===== src/rtl/ising_pkg.sv =====
// Shared sizing helpers for the Ising coupling matrix cells.
//   ww()           - bit width needed to index n levels (minimum 1)
//   zero_weight()  - weight code that gives zero coupling
//   clamp_weight() - limit a raw weight code to the legal range
package ising_pkg;

  function automatic int unsigned ww(input int unsigned n);
    return (n > 1) ? $clog2(n) : 1;
  endfunction

  function automatic int unsigned zero_weight(input int unsigned n);
    return (n - 1) / 2;
  endfunction

  function automatic int unsigned clamp_weight(input int unsigned raw, input int unsigned n);
    return (raw > n - 1) ? n - 1 : raw;
  endfunction

endpackage


===== src/rtl/cell_delay_line.sv =====
// Tapped shift register that models one oscillator path delay.
//   clk  - clock
//   clr  - synchronous clear of all stages
//   din  - phase input, captured into stage 0
//   tap  - stage selected for output (delay = tap + 1 cycles)
//   dout - selected stage
module cell_delay_line
  import ising_pkg::*;
#(
  parameter int unsigned DEPTH = 5
) (
  input  logic                   clk,
  input  logic                   clr,
  input  logic                   din,
  input  logic [ww(DEPTH)-1:0]   tap,
  output logic                   dout
);

  localparam int unsigned TW = ww(DEPTH);
  localparam int unsigned PW = 1 << TW;

  logic [DEPTH-1:0] sr;
  logic [PW-1:0]    padded;

  // Shift chain; loop form keeps DEPTH=1 legal.
  always_ff @(posedge clk) begin
    if (clr) begin
      sr <= '0;
    end else begin
      sr[0] <= din;
      for (int k = 1; k < DEPTH; k++) begin
        sr[k] <= sr[k-1];
      end
    end
  end

  // Pad to a power of two so every tap code has a defined stage.
  assign padded = PW'(sr);
  assign dout   = padded[tap];

endmodule


===== src/rtl/ising_coupled_cell.sv =====
// One cell of the Ising coupling matrix.
// Coupled cell (DIAGONAL=0): four delay lines whose delay depends on the
// programmed weight and on whether each path agrees with its partner spin.
// Shorted cell (DIAGONAL=1): row phase is turned back into the column.
//   clk, axi_rst        - clock, synchronous active-high reset
//   ising_rstn          - oscillator hold (active-low), keeps the weight
//   lin/rin/tin/bin     - phase inputs from left/right/top/bottom
//   lout/rout/tout/bout - phase outputs to left/right/top/bottom
//   wready, wr_addr_match, wdata - weight write port
//   vh                  - 0: horizontal paths coupled, 1: vertical paths
//   rdata               - weight readback (combinational)
module ising_coupled_cell
  import ising_pkg::*;
#(
  parameter int unsigned NUM_WEIGHTS = 5,
  parameter int unsigned NUM_LUTS    = 2,
  parameter int unsigned DIAGONAL    = 0
) (
  input  logic        clk,
  input  logic        axi_rst,
  input  logic        ising_rstn,
  input  logic        lin,
  input  logic        rin,
  input  logic        tin,
  input  logic        bin,
  output logic        lout,
  output logic        rout,
  output logic        tout,
  output logic        bout,
  input  logic        wready,
  input  logic        wr_addr_match,
  input  logic        vh,
  input  logic [31:0] wdata,
  output logic [31:0] rdata
);

  localparam int unsigned WW  = ww(NUM_WEIGHTS);
  localparam int unsigned C   = zero_weight(NUM_WEIGHTS);
  localparam int unsigned LTW = ww(NUM_LUTS);

  logic clr;
  assign clr = axi_rst | ~ising_rstn;

  if (DIAGONAL == 0) begin : g_coupled
    logic [WW-1:0] w;
    logic          vh_q;
    logic [3:0]    in_q;   // {bin, tin, rin, lin}: mirrors stage 0 of each line
    logic [WW-1:0] tap_l, tap_r, tap_t, tap_b;
    logic [WW-1:0] tap_agree;
    logic          d_l, d_r, d_t, d_b;
    logic          unused_bits;

    // Weight and axis select; reset has priority over a write.
    always_ff @(posedge clk) begin
      if (axi_rst) begin
        w    <= WW'(C);
        vh_q <= 1'b0;
      end else begin
        vh_q <= vh;
        if (wready && wr_addr_match) begin
          w <= WW'(clamp_weight(32'(wdata[WW-1:0]), NUM_WEIGHTS));
        end
      end
    end

    // Registered spins used for the agreement compare.
    always_ff @(posedge clk) begin
      if (clr) begin
        in_q <= '0;
      end else begin
        in_q <= {bin, tin, rin, lin};
      end
    end

    // tap = D-1: agree gives 2C-w, disagree gives w, unmodulated gives C.
    always_comb begin
      tap_agree = WW'(NUM_WEIGHTS - 1) - w;
      tap_l     = WW'(C);
      tap_r     = WW'(C);
      tap_t     = WW'(C);
      tap_b     = WW'(C);
      if (!vh_q) begin
        tap_l = (in_q[0] == in_q[2]) ? tap_agree : w;
        tap_r = (in_q[1] == in_q[3]) ? tap_agree : w;
      end else begin
        tap_t = (in_q[2] == in_q[0]) ? tap_agree : w;
        tap_b = (in_q[3] == in_q[1]) ? tap_agree : w;
      end
    end

    cell_delay_line #(.DEPTH(NUM_WEIGHTS)) u_line_l (
      .clk(clk), .clr(clr), .din(lin), .tap(tap_l), .dout(d_l));
    cell_delay_line #(.DEPTH(NUM_WEIGHTS)) u_line_r (
      .clk(clk), .clr(clr), .din(rin), .tap(tap_r), .dout(d_r));
    cell_delay_line #(.DEPTH(NUM_WEIGHTS)) u_line_t (
      .clk(clk), .clr(clr), .din(tin), .tap(tap_t), .dout(d_t));
    cell_delay_line #(.DEPTH(NUM_WEIGHTS)) u_line_b (
      .clk(clk), .clr(clr), .din(bin), .tap(tap_b), .dout(d_b));

    assign rout  = d_l & ising_rstn;
    assign lout  = d_r & ising_rstn;
    assign bout  = d_t & ising_rstn;
    assign tout  = d_b & ising_rstn;
    assign rdata = 32'(w);

    assign unused_bits = ^wdata[31:WW];
  end else begin : g_shorted
    logic d_t, d_r;
    logic unused_bits;

    // Fixed turnaround: right input back out the top (inverted), top out the right.
    cell_delay_line #(.DEPTH(NUM_LUTS)) u_line_rt (
      .clk(clk), .clr(clr), .din(rin), .tap(LTW'(NUM_LUTS - 1)), .dout(d_t));
    cell_delay_line #(.DEPTH(NUM_LUTS)) u_line_tr (
      .clk(clk), .clr(clr), .din(tin), .tap(LTW'(NUM_LUTS - 1)), .dout(d_r));

    // Inversion after the line so a cleared line reads 1 when not held.
    assign tout  = ~d_t & ising_rstn;
    assign rout  = d_r & ising_rstn;
    assign lout  = 1'b0;
    assign bout  = 1'b0;
    assign rdata = '0;

    assign unused_bits = ^{lin, bin, vh, wready, wr_addr_match, wdata};
  end

endmodule


===== config.mk =====
export PLATFORM = sky130hd
export DESIGN_NAME = ising_coupled_cell
export DESIGN_NICKNAME = d
export VERILOG_FILES = /design/src/rtl/ising_pkg.sv /design/src/rtl/cell_delay_line.sv /design/src/rtl/ising_coupled_cell.sv
export SDC_FILE = /design/constraint.sdc
export NUM_CORES = 1
export LEC_CHECK = 0
export ABC_AREA = 1
export BUFFER_PORTS_ARGS = -buffer_cell sky130_fd_sc_hd__buf_2
export CORE_AREA = 2 2 67 69
export CTS_BUF_LIST = sky130_fd_sc_hd__clkbuf_4 sky130_fd_sc_hd__clkbuf_8
export CTS_CLUSTER_SIZE = 25
export DETAILED_ROUTE_END_ITERATION = 8
export DIE_AREA = 0 0 69 71
export PLACE_DENSITY_LB_ADDON = 0.25
export SYNTH_ARGS = -nofsm -noshare
export SYNTH_HDL_FRONTEND = slang
export SYNTH_SLANG_ARGS = --single-unit

===== constraint.sdc =====
create_clock -name clk -period 1.7 [get_ports clk]
set_input_delay 0.255 -clock clk [delete_from_list [all_inputs] [get_ports clk]]
set_output_delay 0.255 -clock clk [all_outputs]
set_load 0.02 [all_outputs]

=== Word level (Yosys, flattened, before mapping) ===
Cells that the tools add are included.

* Output and inout bits: 36
* Register bits: 28
* Word-level logic and storage cells: 41
* Input bits: 42

* Reduce and logical (&&, ||, !) cells: 1
* Add/sub/neg operators: 1
* Mux-type cells: 17
* Bitwise operators: 6
* Equal/unequal tests: 4
* Magnitude comparators: 5

{| class="wikitable"
|+ Operator list
! kind !! count
|-
| 3-bit 2-to-1 mux || 9
|-
| 3-bit by 4-bit less-than comparator with 1-bit output, second input constant || 4
|-
| 1-bit binary-select mux with 3-bit select || 4
|-
| 1-bit AND || 4
|-
| 1-bit equality test || 4
|-
| 1-bit 2-to-1 mux || 4
|-
| 3-bit > comparator, second input constant || 1
|-
| 3-bit subtractor, first input constant || 1
|-
| 1-bit logical AND || 1
|-
| 1-bit inverter || 1
|-
| 1-bit bitwise OR || 1
|}

=== Longest topological paths before layout ===
* Word-level depth: 6
* Mapped depth: 12
* Mapped depth without buffers: 11

=== Modules after synthesis ===
A second synthesis with hierarchy kept.

* Cell total of the unflattened synthesis: 220
* Area total of the unflattened synthesis: 1453.9 µm²

{| class="wikitable"
|+ By module, submodules not included
! module !! area each (µm²) !! cells each !! instances !! seq. area each (µm²)
|-
| cell_delay_line || 191.4 || 28 || 4 || 100.1
|-
| ising_coupled_cell || 688.2 || 108 || 1 || 160.2
|}

=== Worst setup path before layout ===
OpenSTA, ideal clock, no wires.

* Path type: reg2out
* From: register g_coupled.w[0]
* To: output bout
* Setup slack: -0.238 ns
* Arrival time: 1.683 ns
* Buffers on the path: 1
* Cell stages (with the launch flop): 11
* Cell sequence: dfxtp_1 buf_4 inv_1 ha_1 inv_1 nand3_1 nand2_1 nand2_1 nand3_1 nand2_1 nor2_1

* Longest elaborated chain between the ends: 6

{| class="wikitable"
|+ RTL lines
! what !! RTL line !! text
|-
| from (decl) || ising_coupled_cell.sv:45 || <nowiki>logic [WW-1:0] w;</nowiki>
|-
| from (signal assigned) || ising_coupled_cell.sv:56 || <nowiki>w <= WW'(C);</nowiki>
|-
| from (signal assigned) || ising_coupled_cell.sv:61 || <nowiki>w <= WW'(clamp_weight(32'(wdata[WW-1:0]), NUM_WEIGHTS));</nowiki>
|-
| 3-bit subtractor || ising_coupled_cell.sv:77 || <nowiki>tap_agree = WW'(NUM_WEIGHTS - 1) - w;</nowiki>
|-
| 3-bit 2-to-1 mux * || ising_coupled_cell.sv:86 || <nowiki>tap_t = (in_q[2] == in_q[0]) ? tap_agree : w;</nowiki>
|-
| 3-bit 2-to-1 mux * || ising_coupled_cell.sv:82 || <nowiki>if (!vh_q) begin</nowiki>
|-
| 1-bit binary-select mux with 3-bit select * || cell_delay_line.sv:39 || <nowiki>assign dout = padded[tap];</nowiki>
|-
| 1-bit 2-to-1 mux (implied by the code) * || cell_delay_line.sv:39 ||
|-
| 1-bit AND * || ising_coupled_cell.sv:102 || <nowiki>assign bout = d_t & ising_rstn;</nowiki>
|-
| to (decl) || ising_coupled_cell.sv:29 || <nowiki>output logic bout,</nowiki>
|}

Mark *: on every way between the ends. The rest lies on a longest branch, timed or not. The select of a mux whose other input is x is not followed.

=== Worst setup path after layout ===
* From: register g_coupled.w[0]
* To: output tout

* Longest elaborated chain between the ends: 6

{| class="wikitable"
|+ RTL lines
! what !! RTL line !! text
|-
| 3-bit subtractor || ising_coupled_cell.sv:77 ||
|-
| 3-bit 2-to-1 mux * || ising_coupled_cell.sv:87 || <nowiki>tap_b = (in_q[3] == in_q[1]) ? tap_agree : w;</nowiki>
|-
| 3-bit 2-to-1 mux * || ising_coupled_cell.sv:82 ||
|-
| 1-bit binary-select mux with 3-bit select * || cell_delay_line.sv:39 ||
|-
| 1-bit 2-to-1 mux (implied by the code) * || cell_delay_line.sv:39 ||
|-
| 1-bit AND * || ising_coupled_cell.sv:103 || <nowiki>assign tout = d_b & ising_rstn;</nowiki>
|-
| to (decl) || ising_coupled_cell.sv:28 || <nowiki>output logic tout,</nowiki>
|}

Marked as above.

==> impl_metrics.yaml <==
grt:
  antenna_found_initial: 0
  grt_pass1_wl_mm: 4.44
  grt_pass1_vias: 1051
  grt_max_degree: 14
  overflow: 0
  track_usage: 0.112
final_layout:
  area_growth_syn_to_layout_pct: 19.2
  final_nets: 281
  layout_common_cells: "nand2_1 (34), conb_1 (29), nor2_1 (28)"
  fin_cells: 289
  layout_commonest_cell: "nand2_1"
  fin_util: 0.400
  num_antenna_cells: 0
  fill_cells: 451
  final_layout_size_suffix_gt1_frac: 0.316
worst_setup_path:
  cp_cell_sequence: "inv_2, ha_4, nand3_1, nand3_1, nand2_1, nand2_1, nor2_2, nor2_4, buf_6"
  crit_required_ps: 1440
  cp.arrival_ps: 1550
  critical-path-top-delay-family: "simple AND/OR/NAND/NOR gates"
  critPathLaunchType: "register"
  worstSetupPathType: "register to primary output"
  critical_path.max_stage_delay_ps: 360
  cp_num_buf_inv: 2
  critPathMaxFanout: 3
  crit_slowest_cell: "dfxtp_4"
  crit_path_end_kind: "primary output"
floorplan:
  core_area_um2: 4200
  ios: 78
  initial_core_util: 0.336
  core.rowCount: 24
  die_x_um: 69
  die_y_um: 71
  die_area_um2: 4900
yosys:
  yosysSeqAreaShare: 0.340
  synth_seq_cells: 24
  avgSynthCellArea_um2: 6.69
  netlist_area_um2: 1410
  yosysWarnings: 0
  synthDistinctLibCells: 22
  syn_inst: 211
outcome:
  outcome: "finished with violations"
  failed_checks: "negative setup slack"
sta:
  finalSetupViolCount: 4
  final.setup_skew_ps: 4.74
  hold_violations: 0
  final.min_clock_period_ps: 1810
  fin_ws_ps: -110
  grt_setup_unrepaired: "yes"
  hold_ws_ps: 187
  max_freq_ghz: 0.553
  drv_slew: 0
  period_share: 1.06
clock_tree:
  cts_hold_buffers: 0
  clk_pin_slew_worst_paths_ps: 90
  numClockSinks: 24
  max-clock-path-buffers: 2
  cts_root_buf: "clkbuf_8"
  cts_buffers: 3
  clk_latency_ps: 270
  cts-htree-levels: 1
  cts_tree: "done"
routing:
  drc: 0
  top_layer_used: "met4"
  wl_met2_mm: 1.28
  ant_nets: 0
  wl_met1_mm: 1.20
  wl_per_cell_um: 9.11
  wl_met3_um: 107
  num_vias: 1192
  dr.first_iter.drc_count: 29
  via_per_inst: 4.12
  drt_pass1_iterations: 4
  drt_wl_total_mm: 2.63
pwr:
  cellPowerDensity_nw_per_um2: 747
  peakVddDrop_uv: 399
  intPower_mw: 0.871
  netSwitchingPower_mw: 0.385
  clkPwrFrac: 0.311
  power.static_leakage_nw: 0.797
  pwr-share-seq: 0.466
  switching_share: 0.307
  combPwrFrac: 0.223
job:
  maxCapViolCount: 0
placement:
  dpl.hpwl_mm: 2.02
  gp_congestion: 0.799
  place_inst: 284
  port_buffers: 19
worst_hold_path:
  hold_class: "primary input to register"
routing by layer:
layer  vias to the layer above  GRT usage
met1                       524      0.141
met4                         0     0.0523
met3                         4     0.0128
met5                         -          0
li1                        630          -
met2                        34      0.193
flip-flops by register name, indices dropped and copies added, names as in the netlist:
name and cells:
g_coupled.u_line_b.sr 5, g_coupled.u_line_l.sr 4, g_coupled.u_line_r.sr 4, g_coupled.u_line_t.sr 4, g_coupled.in_q 3, g_coupled.w 3, g_coupled.vh_q 1
metrics by stage:
step                setup TNS [ps]  instance area [um^2]  power (mW)  setup slack [ps]
floorplan                        0                  1550       0.835              5.88
global placement                 0                  1520       0.841              21.8
detailed placement               0                  1520       0.842              19.0
CTS                           -433                  1660        1.26              -114
global route                  -779                  1680        1.32              -201
finish                        -382                  1680        1.26              -110
cells in the mapped netlist:
master    number  area (um^2)
a211oi_1       1         7.51
a21oi_2        1         8.76
a221o_1        1         10.0
a22oi_1        1         7.51
buf_2          2         10.0
buf_4         30          225
buf_6          1         11.3
conb_1         1         3.75
dfxtp_1       24          480
ha_1           1         12.5
inv_1         29          109
inv_2          5         18.8
inv_6          1         8.76
nand2_1       43          161
nand2_2        4         25.0
nand2_4        1         11.3
nand2_8        1         20.0
nand3_1       19         95.1
nor2_1        37          139
o21ai_1        5         25.0
o21ai_2        1         8.76
o22ai_1        2         12.5
final timing paths:
path / startpoint / to / slack, ps / depth (start not counted)
max: g_coupled.w[0] / tout / -110 / 9
min: lin / g_coupled.in_q[0] / 190 / 3
max reg2reg: g_coupled.w[1] / g_coupled.w[1] / 810 / 2
min reg2reg: g_coupled.u_line_r.sr[3] / g_coupled.u_line_r.sr[4] / 430 / 2
power groups by stage:
stage	clock (mW)	sequential, mW	combinational [mW]
floorplan	0	0.599	0.236
global placement	0	0.597	0.244
detailed placement	0	0.597	0.244
CTS	0.403	0.585	0.274
global route	0.427	0.587	0.308
finish	0.391	0.585	0.281
timing repair:
action,in CTS,in global routing
pin swaps,11,5
hold endpoints to repair,0,0
resized for setup,28,7
buffers inserted,1,0
cloned,0,0
setup endpoints to repair,4,4
kinds of logic after synthesis:
kind of cell | after synthesis | share of synthesized area
compound gates | 12 | 0.0567
fa+ha+maj | 1 | 0.00886
buf+inv | 68 | 0.271
flops | 24 | 0.340
other cells | 1 | 0.00266
simple gates | 105 | 0.320
layout make-up:
cell class	instances	area, um^2	share of cell area
Multi-Input combinational cell	147	756	0.449
Sequential cell	24	487	0.289
Timing Repair Buffer	27	184	0.109
Inverter	35	136	0.0810
Tap cell	52	65.1	0.0387
Clock buffer	4	55.1	0.0327
worst register-to-register path: cells and delay by family, from the launching register on:
| family | cells | cell delay (ps) |
|---|---|---|
| AOI/OAI and AO/OA | 1 | 310 |
| buffers and inverters | 1 | 140 |
| DFF | 1 | 330 |
Note: power is estimated with default switching activity, not from simulation.
